===== src/rtl/fsm_round_monitor.sv =====
// Per-round ctl-high cycle counter with indexed result FIFO and sticky overflow flag.
// Define FSM_ROUND_MONITOR_TIMEOUT_EN to add the done-watchdog driving the timeout flag.
module fsm_round_monitor #(
  parameter int unsigned CNT_W = 8,
  parameter int unsigned IDX_W = 4,
  parameter int unsigned DEPTH = 4
`ifdef FSM_ROUND_MONITOR_TIMEOUT_EN
  ,
  parameter int unsigned TO_W  = 10
`endif
) (
  input  logic             clk,
  input  logic             rst_n,
  input  logic             ctl,
  input  logic             done,
  input  logic             clr,
  output logic             res_valid,
  input  logic             res_ready,
  output logic [CNT_W-1:0] res_cnt,
  output logic [IDX_W-1:0] res_idx,
  output logic             res_sat,
  output logic             ovf,
  output logic             timeout
);

  localparam int unsigned AW = $clog2(DEPTH);
  localparam logic [CNT_W-1:0] CntMax = {CNT_W{1'b1}};

  logic [CNT_W-1:0] acc_q, acc_d;
  logic             sat_q, sat_d;
  logic [IDX_W-1:0] idx_q, idx_d;
  logic [AW:0]      wr_ptr_q, wr_ptr_d;
  logic [AW:0]      rd_ptr_q, rd_ptr_d;
  logic             ovf_q, ovf_d;

  logic [CNT_W-1:0] mem_cnt_q [DEPTH];
  logic [IDX_W-1:0] mem_idx_q [DEPTH];
  logic             mem_sat_q [DEPTH];

  logic             acc_at_max;
  logic [CNT_W-1:0] cap_cnt;
  logic             cap_sat;
  logic             fifo_empty;
  logic             fifo_full;
  logic             pop;
  logic             push;

  // Closing count folds in the done-cycle ctl, clipped at the counter maximum.
  always_comb begin
    acc_at_max = (acc_q == CntMax);
    cap_cnt    = acc_at_max ? acc_q : acc_q + CNT_W'(ctl);
    cap_sat    = sat_q | (acc_at_max & ctl);
  end

  always_comb begin
    fifo_empty = (wr_ptr_q == rd_ptr_q);
    fifo_full  = (wr_ptr_q[AW] != rd_ptr_q[AW]) &&
                 (wr_ptr_q[AW-1:0] == rd_ptr_q[AW-1:0]);
    pop        = ~fifo_empty & res_ready;
    // A pop in the same cycle frees the slot the push needs.
    push       = done & (~fifo_full | pop);
  end

  always_comb begin
    acc_d    = acc_q;
    sat_d    = sat_q;
    idx_d    = idx_q;
    wr_ptr_d = wr_ptr_q;
    rd_ptr_d = rd_ptr_q;
    ovf_d    = ovf_q;

    if (done) begin
      acc_d = '0;
      sat_d = 1'b0;
      idx_d = idx_q + IDX_W'(1);
    end else if (ctl) begin
      if (acc_at_max) begin
        sat_d = 1'b1;
      end else begin
        acc_d = acc_q + CNT_W'(1);
      end
    end

    if (push) begin
      wr_ptr_d = wr_ptr_q + (AW+1)'(1);
    end
    if (pop) begin
      rd_ptr_d = rd_ptr_q + (AW+1)'(1);
    end
    if (done && !push) begin
      ovf_d = 1'b1;
    end
  end

  always_ff @(posedge clk or negedge rst_n) begin
    if (!rst_n) begin
      acc_q    <= '0;
      sat_q    <= 1'b0;
      idx_q    <= '0;
      wr_ptr_q <= '0;
      rd_ptr_q <= '0;
      ovf_q    <= 1'b0;
    end else if (clr) begin
      acc_q    <= '0;
      sat_q    <= 1'b0;
      idx_q    <= '0;
      wr_ptr_q <= '0;
      rd_ptr_q <= '0;
      ovf_q    <= 1'b0;
    end else begin
      acc_q    <= acc_d;
      sat_q    <= sat_d;
      idx_q    <= idx_d;
      wr_ptr_q <= wr_ptr_d;
      rd_ptr_q <= rd_ptr_d;
      ovf_q    <= ovf_d;
    end
  end

  // Storage needs no reset: entries are only visible between push and pop.
  always_ff @(posedge clk) begin
    if (push && !clr) begin
      mem_cnt_q[wr_ptr_q[AW-1:0]] <= cap_cnt;
      mem_idx_q[wr_ptr_q[AW-1:0]] <= idx_q;
      mem_sat_q[wr_ptr_q[AW-1:0]] <= cap_sat;
    end
  end

  always_comb begin
    res_valid = ~fifo_empty;
    res_cnt   = res_valid ? mem_cnt_q[rd_ptr_q[AW-1:0]] : '0;
    res_idx   = res_valid ? mem_idx_q[rd_ptr_q[AW-1:0]] : '0;
    res_sat   = res_valid ? mem_sat_q[rd_ptr_q[AW-1:0]] : 1'b0;
    ovf       = ovf_q;
  end

`ifdef FSM_ROUND_MONITOR_TIMEOUT_EN
  localparam logic [TO_W-1:0] ToMax = {TO_W{1'b1}};

  logic [TO_W-1:0] wd_q, wd_d;
  logic            timeout_q;

  // Watchdog restarts on every round end and parks at its maximum.
  always_comb begin
    wd_d = wd_q;
    if (done) begin
      wd_d = '0;
    end else if (wd_q != ToMax) begin
      wd_d = wd_q + TO_W'(1);
    end
  end

  always_ff @(posedge clk or negedge rst_n) begin
    if (!rst_n) begin
      wd_q      <= '0;
      timeout_q <= 1'b0;
    end else if (clr) begin
      wd_q      <= '0;
      timeout_q <= 1'b0;
    end else begin
      wd_q <= wd_d;
      if (wd_d == ToMax) begin
        timeout_q <= 1'b1;
      end
    end
  end

  assign timeout = timeout_q;
`else
  assign timeout = 1'b0;
`endif

endmodule


===== config.mk =====
export PLATFORM = sky130hd
export DESIGN_NAME = fsm_round_monitor
export DESIGN_NICKNAME = d
export VERILOG_FILES = /design/src/rtl/fsm_round_monitor.sv
export SDC_FILE = /design/constraint.sdc
export NUM_CORES = 1
export LEC_CHECK = 0
export CORE_MARGIN = 4
export CORE_UTILIZATION = 50
export DETAILED_ROUTE_END_ITERATION = 6
export HOLD_SLACK_MARGIN = 0.05
export PLACE_DENSITY = 0.69
export SYNTH_ARGS = -nofsm -noshare
export SYNTH_HDL_FRONTEND = slang
export SYNTH_SLANG_ARGS = --single-unit

===== constraint.sdc =====
create_clock -name clk -period 5.8 [get_ports clk]
set_input_delay 1.16 -clock clk [delete_from_list [all_inputs] [get_ports clk]]
set_output_delay 1.16 -clock clk [all_outputs]
set_load 0.02 [all_outputs]

==> summary.txt <==
pre-CTS WS - 2.01 ns
DR vias - 1752
CTS tree - built
Area Overhead vs Synth - 15.7%
worst slew pin tran - 0.921 ns
Num CTS Buffers - 9
Worst Path Max Fanout - 16
EDFF count, synth - 52
vias per cell - 5.39
Total Routing Usage GR - 15.9%
Yosys warnings - 0
number of antenna diodes - 0
Rows - 29
Worst-Skew Late Latency - 0.34 ns
antenna violations before repair - 0
Layout Utilization - 59.5%
ys flop type - edfxtp_1
top post-synthesis cells by area - edfxtp_1, dfrtp_1, mux4_2
Cell Area, Synth - 0.00325 sq mm
Final Hold Fails - 0
Hold WS - 0.506 ns
Clock Tree Buf Depth - 2
Worst Path Required - 4.64 ns
register area share after synthesis - 63.5%
Synth Instances - 220
maxcap violations - 0
status - finished, final reports clean
setup repair bufs after CTS - 0
largest net degree at the start of global routing - 21
LEAKAGE - 1.40 nW
Die W - 88.6 um
gpl congestion - 0.841
Synth cell types - 37
worst vdd rail ir drop - 0.237 mV
setup ws final - 1.70 ns
syn_area_per_cell - 14.8 sq um
fin crit share - 70.8%
worst hold path class - reg2reg
Core Area - 0.00631 sq mm
Antenna Nets Post-Route - 0
r2r startpoint - rd_ptr_q[1]
first-pass GRT wire length - 9020 um
dpl cell area - 0.00352 sq mm
htree depth - 3
die area - 0.00785 sq mm
min cycle time layout - 4.10 ns
Die H - 88.6 um
Post-synth ARST share - 27.8%
type of the worst setup path - reg2out
vias in the first global route - 1783
Reg clk slew, reported paths - 0.07 ns
clock skew - 0.00712 ns
arrival time at the worst endpoint - 2.94 ns
Slew headroom - 38.4%
Yosys top cell area share - 48.1%
DP HPWL - 3520 um
fmax - 244 MHz
crit path from - rd_ptr_q[1]
post-synth top area cell - edfxtp_1
hold buffers post-CTS - 0
Final #Nets - 258
I/O pins - 22
IO buf count - 20
GRT overflow - 0
Slew Viols, Final - 0
1st-pass router iterations - 4
cts repair resizes - 0
# DRC - 0
CP Launch Type - flip-flop
Synthesized Nets - 235
initial drt markers - 76
flip-flop and latch count after synthesis - 72
crit path capture type - output port
P per Cell Area - 351 mW/mm^2
post-route cell area - 0.00376 sq mm
post-DR wirelength/cell - 16.5 um
Total Routed Length - 5370 um
share of cells above drive strength 1 - 14.5%
most frequent cells in the layout - edfxtp_1, dfrtp_1, clkdlybuf4s50_1
setup TNS - 0 ns
Hold Path Origin - ovf
commonest non-fill, non-tap cell in the layout - edfxtp_1
clock sink count - 72
Initial Utilization - 51.5%
final setup vio count - 0
unrepaired setup endpoints after global routing - no
Root Driver - clkbuf_8
## state kept, by name, summed over array words and instances, names as in the netlist
| signal | cells |
|---|---|
| sat_q | 1 |
| idx_q | 4 |
| mem_sat_q | 4 |
| wr_ptr_q | 3 |
| rd_ptr_q | 3 |
| mem_cnt_q | 32 |
| mem_idx_q | 16 |
| ovf | 1 |
| acc_q | 8 |
## worst max-delay path, cell delays in order (launching register included)
cell	delay [ns]
dfrtp_1	0.87
xor2_4	0.19
nor3_2	0.78
nor2b_1	0.17
clkdlybuf4s50_1	0.59
## kinds of logic after synthesis
logic type / share of synthesized area, %
flops: 63.5
simple gates: 10.7
compound gates: 4.97
xor+xnor: 5.12
mux: 10.1
buf+inv: 2.16
fa+ha+maj: 3.47
other cells: 0.115
## stage by stage
step / std cells / power [mW]
2_1_floorplan: 220 / 0.763
3_3_place_gp: 309 / 0.857
3_5_place_dp: 309 / 0.858
4_1_cts: 325 / 1.33
5_1_grt: 325 / 1.38
6_report: 325 / 1.32
## synthesized netlist by cell type (2+ instances only)
cell / n
mux4_2: 12
nand4_1: 3
and3_1: 2
nor3_1: 4
mux2i_1: 3
xor2_1: 9
o21ai_0: 7
nand2_1: 12
inv_1: 4
or3_1: 6
nor2b_1: 14
buf_2: 2
nand3_1: 5
edfxtp_1: 52
clkbuf_1: 5
or2_2: 2
xnor2_1: 5
ha_1: 9
nor2_1: 15
and2_1: 4
a21oi_1: 8
dfrtp_1: 20
a31oi_1: 2
buf_4: 2
## routing by layer
metal  part of all wire, %  track usage, %  vias to the layer above
met5                     0               0                        -
met4                   2.5            9.48                        0
met1                    47            22.4                      851
li1                      -               -                      861
met2                    48            23.5                       30
met3                   2.7            2.51                       10
## path summary, 6_finish.rpt
path                              endpoint  slack, ns  depth (start not counted)
setup / recovery                res_cnt[0]       1.70                          4
hold / removal                         ovf       0.51                          2
setup reg to reg           mem_cnt_q[1][3]       3.30                          4
hold reg to reg                        ovf       0.51                          2
max in group asynchronous         idx_q[2]       3.91                          1
min in group asynchronous         idx_q[3]       1.33                          1
## final cells by class
| type | count | area [sq um] |
|---|---|---|
| clock buffers | 10 | 128 |
| clock inverters | 6 | 115 |
| fillers | 501 | 2550 |
| inverters | 4 | 15.0 |
| multi-input cells | 134 | 1130 |
| flip-flops and latches | 72 | 2060 |
| well taps | 77 | 96.3 |
| repair buffers | 22 | 215 |
## power breakdown
| group | internal [mW] | leakage [nW] | switching (mW) |
|---|---|---|---|
| clock | 0.289 | 0.117 | 0.190 |
| combinational | 0.126 | 0.505 | 0.132 |
| sequential | 0.566 | 0.781 | 0.0164 |
Note: power is estimated with default switching activity, not from simulation.
